File: src/rtl/add_acc_pkg.sv
// ============================================================================
// Module   : add_acc_pkg
// Purpose  : Shared FSM state type and width helpers for add_acc.
// Revision : 1.0 - initial release
// ============================================================================
`default_nettype none

package add_acc_pkg;

  typedef enum logic [0:0] {
    IDLE  = 1'b0,
    ACCUM = 1'b1
  } acc_state_t;

  // Wide enough for ACC_LEN sums of two WIDTH-bit operands without wrapping.
  function automatic int acc_width(input int width, input int acc_len);
    return width + 1 + $clog2(acc_len);
  endfunction

  function automatic int cnt_width(input int acc_len);
    return (acc_len > 1) ? $clog2(acc_len) : 1;
  endfunction

endpackage

`default_nettype wire

File: src/rtl/add_acc_oreg.sv
// ============================================================================
// Module   : add_acc_oreg
// Purpose  : Result register with valid/ready hold; a load wins over a take.
// Revision : 1.0 - initial release
// ============================================================================
`default_nettype none

module add_acc_oreg #(
  parameter int WIDTH = 8
) (
  input  logic             clk,
  input  logic             rst,
  input  logic             i_load,
  input  logic [WIDTH-1:0] i_data,
  input  logic             i_ovf,
  input  logic             i_ready,
  output logic [WIDTH-1:0] o_data,
  output logic             o_ovf,
  output logic             o_valid
);

  logic [WIDTH-1:0] data_q, data_d;
  logic             ovf_q, ovf_d;
  logic             valid_q, valid_d;

  always_comb begin
    data_d  = data_q;
    ovf_d   = ovf_q;
    valid_d = valid_q;
    if (i_load) begin
      data_d  = i_data;
      ovf_d   = i_ovf;
      valid_d = 1'b1;
    end else if (i_ready) begin
      valid_d = 1'b0;
    end
  end

  always_ff @(posedge clk or posedge rst) begin
    if (rst) begin
      data_q  <= '0;
      ovf_q   <= 1'b0;
      valid_q <= 1'b0;
    end else begin
      data_q  <= data_d;
      ovf_q   <= ovf_d;
      valid_q <= valid_d;
    end
  end

  assign o_data  = data_q;
  assign o_ovf   = ovf_q;
  assign o_valid = valid_q;

endmodule

`default_nettype wire

File: src/rtl/add_acc.sv
// ============================================================================
// Module   : add_acc
// Purpose  : Sums ACC_LEN accepted (A+B) pairs into one registered result.
//            Define ADD_ACC_SAT_EN to saturate overflowing results.
// Revision : 1.0 - initial release
// ============================================================================
`default_nettype none

module add_acc
  import add_acc_pkg::*;
#(
  parameter int WIDTH   = 8,
  parameter int ACC_LEN = 4
) (
  input  logic             CLK,
  input  logic             RST,
  input  logic             DIN_VALID,
  output logic             DIN_READY,
  input  logic [WIDTH-1:0] DIN_A,
  input  logic [WIDTH-1:0] DIN_B,
  input  logic             CLEAR,
  output logic             DOUT_VALID,
  input  logic             DOUT_READY,
  output logic [WIDTH-1:0] DOUT,
  output logic             DOUT_OVF
);

  localparam int               ACC_W    = acc_width(WIDTH, ACC_LEN);
  localparam int               CNT_W    = cnt_width(ACC_LEN);
  localparam logic [CNT_W-1:0] LAST_CNT = CNT_W'(ACC_LEN - 1);
  localparam logic             SINGLE   = (ACC_LEN == 1);

  acc_state_t       state_q, state_d;
  logic [ACC_W-1:0] acc_q, acc_d;
  logic [CNT_W-1:0] cnt_q, cnt_d;

  logic [ACC_W-1:0] w_total;
  logic             w_final;
  logic             w_accept;
  logic             w_load;
  logic             w_stall;
  logic             w_ovf;
  logic [WIDTH-1:0] w_result;

  assign w_total = acc_q + ACC_W'(DIN_A) + ACC_W'(DIN_B);
  // In IDLE nothing has been accumulated, so a beat is final only when ACC_LEN is 1.
  assign w_final = (state_q == IDLE) ? SINGLE : (cnt_q == LAST_CNT);
  assign w_stall = DOUT_VALID && !DOUT_READY;

  assign DIN_READY = !CLEAR && !RST && !(w_final && w_stall);
  assign w_accept  = DIN_VALID && DIN_READY;
  assign w_load    = w_accept && w_final;

  assign w_ovf = |w_total[ACC_W-1:WIDTH];
`ifdef ADD_ACC_SAT_EN
  assign w_result = w_ovf ? {WIDTH{1'b1}} : w_total[WIDTH-1:0];
`else
  assign w_result = w_total[WIDTH-1:0];
`endif

  always_comb begin
    state_d = state_q;
    acc_d   = acc_q;
    cnt_d   = cnt_q;
    if (CLEAR) begin
      state_d = IDLE;
      acc_d   = '0;
      cnt_d   = '0;
    end else if (w_accept) begin
      if (w_final) begin
        state_d = IDLE;
        acc_d   = '0;
        cnt_d   = '0;
      end else begin
        state_d = ACCUM;
        acc_d   = w_total;
        cnt_d   = cnt_q + CNT_W'(1);
      end
    end
  end

  always_ff @(posedge CLK or posedge RST) begin
    if (RST) begin
      state_q <= IDLE;
      acc_q   <= '0;
      cnt_q   <= '0;
    end else begin
      state_q <= state_d;
      acc_q   <= acc_d;
      cnt_q   <= cnt_d;
    end
  end

  add_acc_oreg #(
    .WIDTH (WIDTH)
  ) u_oreg (
    .clk     (CLK),
    .rst     (RST),
    .i_load  (w_load),
    .i_data  (w_result),
    .i_ovf   (w_ovf),
    .i_ready (DOUT_READY),
    .o_data  (DOUT),
    .o_ovf   (DOUT_OVF),
    .o_valid (DOUT_VALID)
  );

endmodule

`default_nettype wire

File: config.mk
export PLATFORM = sky130hd
export DESIGN_NAME = add_acc
export DESIGN_NICKNAME = d
export VERILOG_FILES = /design/src/rtl/add_acc_pkg.sv /design/src/rtl/add_acc_oreg.sv /design/src/rtl/add_acc.sv
export SDC_FILE = /design/constraint.sdc
export NUM_CORES = 1
export LEC_CHECK = 0
export ABC_CLOCK_PERIOD_IN_PS = 4690
export CAP_MARGIN = 10
export CORE_ASPECT_RATIO = 0.6
export CORE_MARGIN = 2
export CORE_UTILIZATION = 55
export CTS_CLUSTER_DIAMETER = 100
export DETAILED_ROUTE_END_ITERATION = 7
export GPL_TIMING_DRIVEN = 0
export PLACE_DENSITY = 0.92
export SLEW_MARGIN = 20
export SYNTH_ARGS = -nofsm -noshare
export SYNTH_HDL_FRONTEND = slang
export SYNTH_HIERARCHICAL = 1
export SYNTH_SLANG_ARGS = --single-unit
File: constraint.sdc
create_clock -name CLK -period 4.69 [get_ports CLK]
set_clock_uncertainty 0.05 [all_clocks]
set_input_delay 0.938 -clock CLK [delete_from_list [all_inputs] [get_ports CLK]]
set_output_delay 0.938 -clock CLK [all_outputs]
set_load 0.005 [all_outputs]
==> impl_metrics.env, run 1 <==
export IMPL_numCtsBuffers=3
export IMPL_status="completed"
export IMPL_netlist_area_sq_mm=0.001540
export IMPL_synth_distinct_cells=32
export IMPL_synth_edff_count=0
export IMPL_startpoint="DIN_A[1]"
export IMPL_critical_path_arrival_ps=4230
export IMPL_clk_pin_slew_ps=90
export IMPL_crit_end="u_oreg/o_ovf"
export IMPL_synth_seq_cells=24
export IMPL_wirelength_um=3459
export IMPL_synth_seq_area_share_pct=38.99
export IMPL_reg2regPathDepth=11
export IMPL_final_nets=205
export IMPL_vias=1110
export IMPL_whs_ps=468.0
export IMPL_core_sq_mm=0.002575
export IMPL_grt_max_degree=15
export IMPL_relSlewSlack_pct=56.99
export IMPL_hold_class="flip-flop to flip-flop"
export IMPL_maxCapViolCount=0
export IMPL_remaining_drc_errors=0
export IMPL_grt_pass1_vias=1152
export IMPL_grt_pass1_wl_um=5595
export IMPL_fillers=176
export IMPL_vias_per_cell=5.635
export IMPL_ant_nets=0
export IMPL_yosysMostFrequentCell="dfrtp_1"
export IMPL_die_w_um=72.32
export IMPL_drt_wirelength_per_cell_um=17.56
export IMPL_tightest_slew_ps=645.2
export IMPL_finalCriticalPeriod_ps=4118
export IMPL_htreeDepth=1
export IMPL_period_share_pct=87.80
export IMPL_syn_nets=169
export IMPL_reg2reg_from="acc_q[1]"
export IMPL_ir_drop_v=0.0002154
export IMPL_ios=32
export IMPL_die_y_um=44.99
export IMPL_async_flop_share_pct=100.0
export IMPL_cellPowerDensity_mw_per_mm2=358.7
export IMPL_fmax_mhz=242.9
export IMPL_gp_congestion=0.8267
export IMPL_drive_above_1_share_pct=10.91
export IMPL_finalHoldViolations=0
export IMPL_power_leakage_uw=0.0009055
export IMPL_area_delta_synth_final_pct=27.38
export IMPL_cts_tree="yes"
export IMPL_start_util_pct=59.82
export IMPL_cts_sinks=24
export IMPL_cts_resized_gates=0
export IMPL_grt_antenna_before_repair=0
export IMPL_ctsRootBufferMaster="clkbuf_8"
export IMPL_grt_overflow=0
export IMPL_dieArea_sq_mm=0.003254
export IMPL_first_pass_iters=4
export IMPL_worst_setup_path_end_kind="flip-flop"
export IMPL_port_buffers=31
export IMPL_clockBufferDepth=2
export IMPL_setup_violations_final=0
export IMPL_post_cts_setup_buffers=0
export IMPL_place_hpwl_um=2658
export IMPL_n_antenna_cell=0
export IMPL_synth_top_area_share_pct=38.99
export IMPL_synth_area_leaders="dfrtp_1 39%, fa_1 12%, mux2_4 8.8%"
export IMPL_synth_common_cells="24 x dfrtp_1, 11 x a21oi_1, 10 x inv_1"
export IMPL_timing_rr_end="u_oreg/o_ovf"
export IMPL_syn_area_per_cell_sq_um=11.85
export IMPL_setup_tns_ps=0
export IMPL_first_iter_violations=62
export IMPL_rows=14
export IMPL_worstPathRequired_ps=4800
export IMPL_crit_path_max_fanout=3
export IMPL_ctsHoldBuffers=0
export IMPL_critical_path_class="input port to flip-flop"
export IMPL_yosys_warnings=6
export IMPL_yosysTopAreaCell="dfrtp_1"
export IMPL_synth_cells=130
export IMPL_ys_flop_type="dfrtp_1"
export IMPL_drv_slew=0
export IMPL_power_uw=703.8
export IMPL_timing_critical_path_from_type="input port"
export IMPL_rrSetupSlack_ps=1370
export IMPL_rsz0062_at_grt="no"
export IMPL_gr_usage_all_layers_pct=23.60
export IMPL_clock_latency_ps=270
## how the worst min path moves through the flow
stage	depth (start not counted)	end	slack, ps	startpoint
2_1_floorplan	1	acc_q[1]	420	acc_q[1]
3_3_place_gp	1	acc_q[10]	430	acc_q[10]
3_5_place_dp	1	u_oreg/o_data[1]	450	u_oreg/o_data[1]
4_1_cts	1	u_oreg/o_data[1]	470	u_oreg/o_data[1]
5_1_grt	1	u_oreg/o_data[1]	490	u_oreg/o_data[1]
6_report	1	u_oreg/o_data[1]	470	u_oreg/o_data[1]
## per-layer routing
metal	track usage, %	vias up	part of all wire, %
li1	-	531	-
met1	32.59	538	45
met2	40.18	39	49
met3	5.580	2	5.7
met4	2.642	0	0.43
met5	0	-	0
## layout make-up
| class | instances | area [sq um] | share of cell area (%) |
|---|---|---|---|
| inverter | 10 | 37.54 | 1.913 |
| buffer | 3 | 18.77 | 0.9566 |
| multi-input combinational | 93 | 883.3 | 45.03 |
| sequential | 24 | 600.6 | 30.61 |
| timing repair buffer | 31 | 310.3 | 15.82 |
| tap | 32 | 40.04 | 2.041 |
| clock buffer | 3 | 41.29 | 2.105 |
| clock inverter | 1 | 30.03 | 1.531 |
## through the flow
step	cells	area (sq um)	util, %	worst slack, ps
final	197	1962	76.19	572.2
after detailed placement	193	1891	73.42	274.4
after floorplan	130	1540	-	1008
after global routing	197	1962	76.19	401.3
after CTS	197	1962	76.19	550.4
after global placement	193	1891	73.42	363.4
## report_power, final
| part | leakage [uW] | internal (uW) | switching (uW) |
|---|---|---|---|
| logic | 0.000542 | 130 | 153 |
| registers | 0.000327 | 225 | 14.8 |
| clock network | 0.0000357 | 114 | 66.6 |
## worst max-delay path, cell delays in order
cell	delay [ps]
clkdlybuf4s50_1	460
inv_1	60
fa_1	550
inv_1	50
ha_1	230
fa_1	440
a211oi_2	270
nor3_1	130
a2111oi_4	390
xnor2_1	100
or3_1	350
mux2_4	270
## registers in the layout, summed over array words and instances, names as in the netlist
name and count:
cnt_q 2, u_oreg/o_valid 1, u_oreg/o_data 8, acc_q 11, state_q 1, u_oreg/o_ovf 1
## layout by cell type (no fill, tap or decap), drive strengths merged
master	synthesis	final
a22o	9	9
nor2	5	5
a2111oi	1	1
and2	1	1
nand4	1	1
nand3b	1	1
xnor2	6	6
a21o	3	3
mux2	10	10
o21bai	1	1
nand2b	1	1
inv	10	10
nand2	7	7
nor3	1	1
clkdlybuf4s50	0	31
o221ai	1	1
a211oi	2	2
bufinv	0	1
mux2i	2	2
buf	1	1
nand3	3	3
dfrtp	24	24
clkbuf	2	5
a21oi	11	11
a31oi	1	1
nand4b	1	1
fa	9	9
or3	1	1
o21ai	4	4
ha	9	9
xor2	2	2
## kinds of logic after synthesis
kind of cell    count (synthesis)  synth area share [%]
flops                          24                 38.99
compound gates                 33                 16.09
fa+ha+maj                      18                 19.01
mux                            12                 10.80
simple gates                   22                 6.906
buf+inv                        13                 3.656
xor+xnor                        8                 4.549
No activity file was read; power rests on OpenSTA's default activity.
==> run 2: changes to the inputs <==
--- a/config.mk
+++ b/config.mk
@@ -11,6 +11,7 @@
 export CORE_MARGIN = 2
 export CORE_UTILIZATION = 55
 export CTS_CLUSTER_DIAMETER = 100
+export CTS_CLUSTER_SIZE = 28
 export DETAILED_ROUTE_END_ITERATION = 7
 export GPL_TIMING_DRIVEN = 0
 export PLACE_DENSITY = 0.92
==> results of run 2 <==
Same layout as run 1: the final DEF is identical, and so are final timing and power.
